===== config.mk =====
export PLATFORM = sky130hd
export DESIGN_NAME = demux_stream
export DESIGN_NICKNAME = d
export VERILOG_FILES = /design/src/rtl/demux_stream.sv
export SDC_FILE = /design/constraint.sdc
export NUM_CORES = 1
export LEC_CHECK = 0
export ABC_CLOCK_PERIOD_IN_PS = 1900
export CAP_MARGIN = 40
export CORE_MARGIN = 2
export CORE_UTILIZATION = 40
export CTS_BUF_LIST = sky130_fd_sc_hd__clkbuf_16
export DETAILED_ROUTE_END_ITERATION = 16
export GPL_ROUTABILITY_DRIVEN = 0
export PLACE_DENSITY = 0.79
export RECOVER_POWER = 25
export SYNTH_ARGS = -nofsm -noshare
export SYNTH_HDL_FRONTEND = slang
export SYNTH_SLANG_ARGS = --single-unit

===== constraint.sdc =====
create_clock -name clk -period 1.9 [get_ports clk]
set_clock_uncertainty 0.1 [all_clocks]
set_input_delay 0.475 -clock clk [delete_from_list [all_inputs] [get_ports clk]]
set_output_delay 0.475 -clock clk [all_outputs]
set_load 0.01 [all_outputs]

===== src/rtl/demux_stream.sv =====
// 1-to-N valid/ready stream demultiplexer with a one-entry holding register per output channel.
// Optional build macro DEMUX_STREAM_STATS_EN adds a saturating 16-bit accept counter port.
module demux_stream #(
  parameter  int unsigned WIDTH    = 32,
  parameter  int unsigned SEL_BITS = 2,
  localparam int unsigned NUM_OUT  = 2 ** SEL_BITS
) (
  input  logic                       clk,
  input  logic                       reset,
  input  logic [WIDTH-1:0]           in_data,
  input  logic [SEL_BITS-1:0]        in_sel,
  input  logic                       in_valid,
  output logic                       in_ready,
  output logic [NUM_OUT*WIDTH-1:0]   out_data,
  output logic [NUM_OUT-1:0]         out_valid,
  input  logic [NUM_OUT-1:0]         out_ready
`ifdef DEMUX_STREAM_STATS_EN
  ,
  output logic [15:0]                accept_count
`endif
);

  logic [NUM_OUT-1:0]            full;
  logic [NUM_OUT-1:0][WIDTH-1:0] hold;
  logic                          acc;

  // A channel takes a new word when empty or when its current word drains this cycle.
  always_comb begin
    in_ready = !full[in_sel] | out_ready[in_sel];
    acc      = in_valid & in_ready;
  end

  // Per-channel holding registers: load on accept, clear on drain without refill.
  always_ff @(posedge clk) begin
    if (reset) begin
      full <= '0;
      hold <= '0;
    end else begin
      for (int k = 0; k < int'(NUM_OUT); k++) begin
        if (acc && (in_sel == SEL_BITS'(k))) begin
          hold[k] <= in_data;
          full[k] <= 1'b1;
        end else if (out_ready[k]) begin
          full[k] <= 1'b0;
        end
      end
    end
  end

  assign out_valid = full;
  assign out_data  = hold;

`ifdef DEMUX_STREAM_STATS_EN
  // Saturating count of accepted input words.
  always_ff @(posedge clk) begin
    if (reset) begin
      accept_count <= 16'h0000;
    end else if (acc && (accept_count != 16'hFFFF)) begin
      accept_count <= accept_count + 16'h0001;
    end
  end
`endif

endmodule


# [Word level (Yosys, flattened, before mapping)]
# Cells that the tools add are included.
[classes] order_cmp=1 n_eq_ne=3 n_shift=0 mux=12 n_addsub=0 n_reduce_logical=10 bitwise_logic=2 mul=0 n_div=0
[op_table] operator="1-bit two-way mux" n=10
[op_table] operator="2-bit nonzero test" n=4
[op_table] operator="1-bit binary-select mux with 2-bit select" n=2
[op_table] operator="2-bit equality test, second input constant" n=2
[op_table] operator="1-bit logical AND" n=4
[op_table] operator="2-bit by 3-bit less-than comparator with 1-bit output, second input constant" n=1
[op_table] operator="2-bit by 1-bit equality test with 1-bit output, second input constant" n=1
[op_table] operator="2-bit logical NOT" n=1
[op_table] operator="1-bit AND" n=1
[op_table] operator="1-bit logical NOT" n=1
[op_table] operator="1-bit OR" n=1
[totals] n_memories=0 latch_bits=0 out_inout_bits=133 regBits=132 rom_bits=0 inputBits=41 ram_bits=0 word_cells=36

# [Depth between registers and ports, before layout]
[depth] depth_word=7 depth_mapped=5 mapped_depth_nobuf=3

# [Worst setup path before layout]
# OpenSTA, ideal clock, no wires.
[synth_timing] kind="input-to-output" startpoint="in out_ready[3]" endpoint="out in_ready" arrival_time_ns=1.121 slack_ns=0.204 t_required_ns=1.325 cell_stages=2 n_path_buf=0 cell_sequence="nand2b_1 -> mux4_2"
[synth_between] elab_chain_cells=3
[synth_lines] item="start: declaration" line_no="16" rtl="input logic [NUM_OUT-1:0] out_ready"
[synth_lines] item="1-bit binary-select mux with 2-bit select" line_no="29" rtl="in_ready = !full[in_sel] | out_ready[in_sel];"
[synth_lines] item="1-bit two-way mux (not written as such)" line_no="29"
[synth_lines] item="1-bit OR" line_no="29"
[synth_lines] item="end: declaration" line_no="13" rtl="output logic in_ready,"
# No other way between the ends. The select of a mux whose other input is x is not followed.

# [Worst setup path after layout]
[layout_timing] startpoint="in out_ready[1]" endpoint="out in_ready"
# Same word-level chain as after synthesis.

==> results by stage <==
Clock tree:
- The level count of the clock H-tree is 4.
- The number of clock sinks is 132.
- The clock-pin slew on the worst setup and hold paths is approximately 0.06 ns.
- The maximum clock insertion buffer count is 2.
- Clock latency on the worst-skew pair, taken at its later pin, is approximately 0.41 ns.
- The number of clock buffers inserted by TritonCTS is 17.
- The clock tree from TritonCTS is built.
- The tree is rooted in a sky130_fd_sc_hd__clkbuf_16.

Synthesis:
- The count of synthesis-stage warnings from yosys is 0.
- The most numerous cell in the Yosys netlist is sky130_fd_sc_hd__nand2b_1.
- A synthesized cell averages 11.1 um^2.
- The instance count of the mapped netlist is 472.
- The proportion of synthesized chip area in sequential cells is 0.505.
- The number of enable flip-flop cells after synthesis is 0.
- Sorting the synthesized cells by how often they occur yields sky130_fd_sc_hd__nand2b_1 (165), sky130_fd_sc_hd__dfxtp_1 (132), sky130_fd_sc_hd__mux2i_1 (128).
- The synthesized netlist contains 16 unique library cells.
- Yosys attributes the largest share of cell area to sky130_fd_sc_hd__dfxtp_1 (51%), sky130_fd_sc_hd__mux2i_1 (24%), sky130_fd_sc_hd__nand2b_1 (20%).
- The flip-flop cell with the highest count after synthesis is sky130_fd_sc_hd__dfxtp_1.
- The biggest area contributor in the post-synthesis netlist is sky130_fd_sc_hd__dfxtp_1.
- The flip-flop and latch count after synthesis is 132.
- The area share of the leading cell type in the synthesized netlist is 0.505.
- Summing every instance area after synthesis gives roughly 0.0052 mm^2.
- The proportion of register bits with asynchronous set or reset after synthesis is 0.
- The number of nets handed over by synthesis was around 510.

Pwr:
- Across the VDD grid, the largest voltage drop is about 0.46 mV.
- The static leakage is about 0.0038 uW.
- For this design the ratio of total power to cell area is 879 mW/mm^2.
- Power comes to 6920 uW.

Routing:
- The top routing layer in use is met4.
- For this block, the initial DRC count from the detailed router was ~130.
- The number of search-and-repair iterations in the first detailed-routing pass is 4.
- The wire length on met1 is about 5600 um.
- After detailed routing, the number of remaining DRC violations is 0.
- The mean number of vias per cell is about 4.7.
- The count of nets left with antenna violations once routing finished came out at 0.
- The vias after detailed routing is 3993.
- The wire length reported by the detailed router is 13600 um.
- After detailed routing, the average wire length per cell comes to 16.1 um.
- The total met3 wirelength after detailed routing is 783 um.
- After detailed routing, the met2 layer carries ~6800 um of wire.

Cells and area:
- The fraction of layout cells with a size suffix above 1 is 0.0925.
- At the end of the flow the core is filled with cells to 0.622.
- The multi-input combinational cells in the finished layout cover a total of 0.00246 mm^2.
- Registers take 0.00265 mm^2.
- With fillers left out, the area of the finished cells amounts to 0.00788 mm^2.
- Counting the fill cells in the layout gives approximately 1100.
- Compared with the post-synthesis result, the final layout area differs by 50.6%.
- The net total in the final layout is 698.
- The repair_antennas step left the layout with diodes totalling 0.

Critical path:
- The data arrival at the endpoint of the critical path is 1.46 ns.
- For the worst setup path, the data required time is 1.32 ns.
- The worst setup path is captured at a primary output.
- The worst setup path is of the input pin to primary output kind.
- The maximum net fanout on the critical path is 2.
- The startpoint type of the worst setup path is an input pin.

Floorplanning:
- The placement row count is a little over 40.
- The area of the die is 0.0140 mm^2.
- During I/O placement, the number of pins put on the boundary was 174.
- Measured along the x axis, the die boundary spans ~120 um.
- The initial utilization of the core area, before any placement, comes to 0.413.
- The placeable core region is 0.0127 mm^2.
- The vertical die dimension is 118 um.

Outcome:
- The flow ran to the end, but the final reports show violations.
- The checks that failed: negative setup slack.

STA:
- For the pin with the worst max-slew slack, the measured transition is 0.432 ns.
- The final setup violation count is 1.
- The post-route minimum period is 2.03 ns.
- The final hold slack is 0.370 ns.
- The worst slew margin relative to its limit is 0.712.
- In the finished design, the share of the clock period the worst path needs comes to 1.07.
- The number of max-slew violations in the final report is 0.
- Setup slack on the critical path of the routed design comes to -0.132 ns.
- The final hold violation count is 0.
- Static timing analysis puts the maximum clock frequency at 492 MHz.
- Setup repair after global routing could not meet its margin everywhere.

Global route:
- The number of global-route vias before repair is 4221.
- The initial antenna violation count is 0.
- The total routing resource utilization after global routing is 0.195.
- The first global-routing pass estimated 21700 um of wire.
- Entering global routing, the biggest net connects 93 pins.
- Summed over all layers, the global routing overflow is 0.

Placement:
- The cell area after placement is between 0.007 and 0.008 mm^2.
- Summed over all nets, the half-perimeter wirelength after detailed placement is 9400 um.
- The number of port buffers is 173.

Run:
- Across the run, the number of max-cap violations was 0.

Hold path:
- The worst hold path belongs to the class register to register.
[layout make-up]
type | count | area share
sequential | 132 | 0.336
tap | 172 | 0.0273
timing repair buffer | 199 | 0.249
clock inverter | 15 | 0.0222
clock buffer | 17 | 0.0540
multi-input combinational | 307 | 0.312
[through the flow]
step	TNS [ns]	cells	setup WS [ns]
finish	-0.132	842	-0.132
global placement	-16.04	808	-0.734
floorplan	0	472	0.204
detailed placement	-19.42	808	-0.738
CTS	-0.141	840	-0.141
global route	-0.172	842	-0.159
[kinds of logic (layout without fill, tap and decap cells)]
logic type             Yosys count  in the layout  synth area share
AOI/OAI and AO/OA                4              4           0.00383
buffers and inverters           33            231            0.0335
DFF                            132            132             0.505
muxes                          129            129             0.249
and+or+nand+nor                174            174             0.209
[routing by layer]
metal / GRT usage / vias to the layer above
met5: 0 / -
met2: 0.336 / 115
met4: 0.0975 / 0
li1: - / 1931
met1: 0.220 / 1921
met3: 0.0584 / 26
[power breakdown]
| group | switching, uW | leakage, uW | internal (uW) |
|---|---|---|---|
| clock | 1160 | 0.000306 | 2160 |
| combinational | 298 | 0.00243 | 379 |
| sequential | 54.7 | 0.00107 | 2870 |
| total | 1520 | 0.00381 | 5410 |
[sequential cells by signal, summed over array words and instances (netlist names)]
register   cells
out_valid      4
out_data     128
[critical path, cell delays in order]
cell                            delay (ns)
sky130_fd_sc_hd__dlygate4sd2_1        0.24
sky130_fd_sc_hd__nand2b_4             0.14
sky130_fd_sc_hd__mux4_2               0.46
sky130_fd_sc_hd__buf_6                0.14
[layout by cell type, fill, tap and decap left out, types with 2 or more instances in the layout]
cell | synthesis | routed
sky130_fd_sc_hd__nand2b_1 | 165 | 161
sky130_fd_sc_hd__dlymetal6s2s_1 | 0 | 17
sky130_fd_sc_hd__mux2i_1 | 128 | 128
sky130_fd_sc_hd__clkinv_1 | 0 | 3
sky130_fd_sc_hd__inv_1 | 0 | 5
sky130_fd_sc_hd__buf_4 | 3 | 19
sky130_fd_sc_hd__clkdlybuf4s50_1 | 0 | 64
sky130_fd_sc_hd__bufinv_16 | 0 | 4
sky130_fd_sc_hd__clkdlybuf4s25_1 | 0 | 49
sky130_fd_sc_hd__a21oi_1 | 4 | 4
sky130_fd_sc_hd__dlygate4sd2_1 | 0 | 33
sky130_fd_sc_hd__buf_12 | 0 | 6
sky130_fd_sc_hd__clkbuf_1 | 18 | 7
sky130_fd_sc_hd__nand2b_4 | 0 | 4
sky130_fd_sc_hd__dfxtp_1 | 132 | 128
sky130_fd_sc_hd__clkdlybuf4s15_1 | 0 | 2
sky130_fd_sc_hd__clkinv_4 | 0 | 2
sky130_fd_sc_hd__clkbuf_16 | 0 | 17
sky130_fd_sc_hd__or3_1 | 2 | 2
sky130_fd_sc_hd__nor2b_1 | 2 | 2
sky130_fd_sc_hd__dfxtp_2 | 0 | 4
[path summary, 6_finish.rpt]
kind | to | slack (ns) | from | cells past startpoint
min | out_data[2]$_SDFFE_PP0P_ | 0.37 | out_data[2]$_SDFFE_PP0P_ | 2
min reg2reg | out_data[2]$_SDFFE_PP0P_ | 0.37 | out_data[2]$_SDFFE_PP0P_ | 2
max | in_ready | -0.13 | out_ready[1] | 4
max reg2reg | out_data[18]$_SDFFE_PP0P_ | 0.31 | out_valid[0]$_SDFFE_PP0P_ | 5
[timing repair]
item                                    4_1_cts  5_1_grt
endpoints found under the hold margin         0        0
gates cloned                                  0        0
pin swaps                                     0        0
endpoints found under the setup margin       31       73
resized for setup                            49       73
hold buffers                                  0        0
buffers inserted                              0        2
Power figures use the tool's default switching activity.
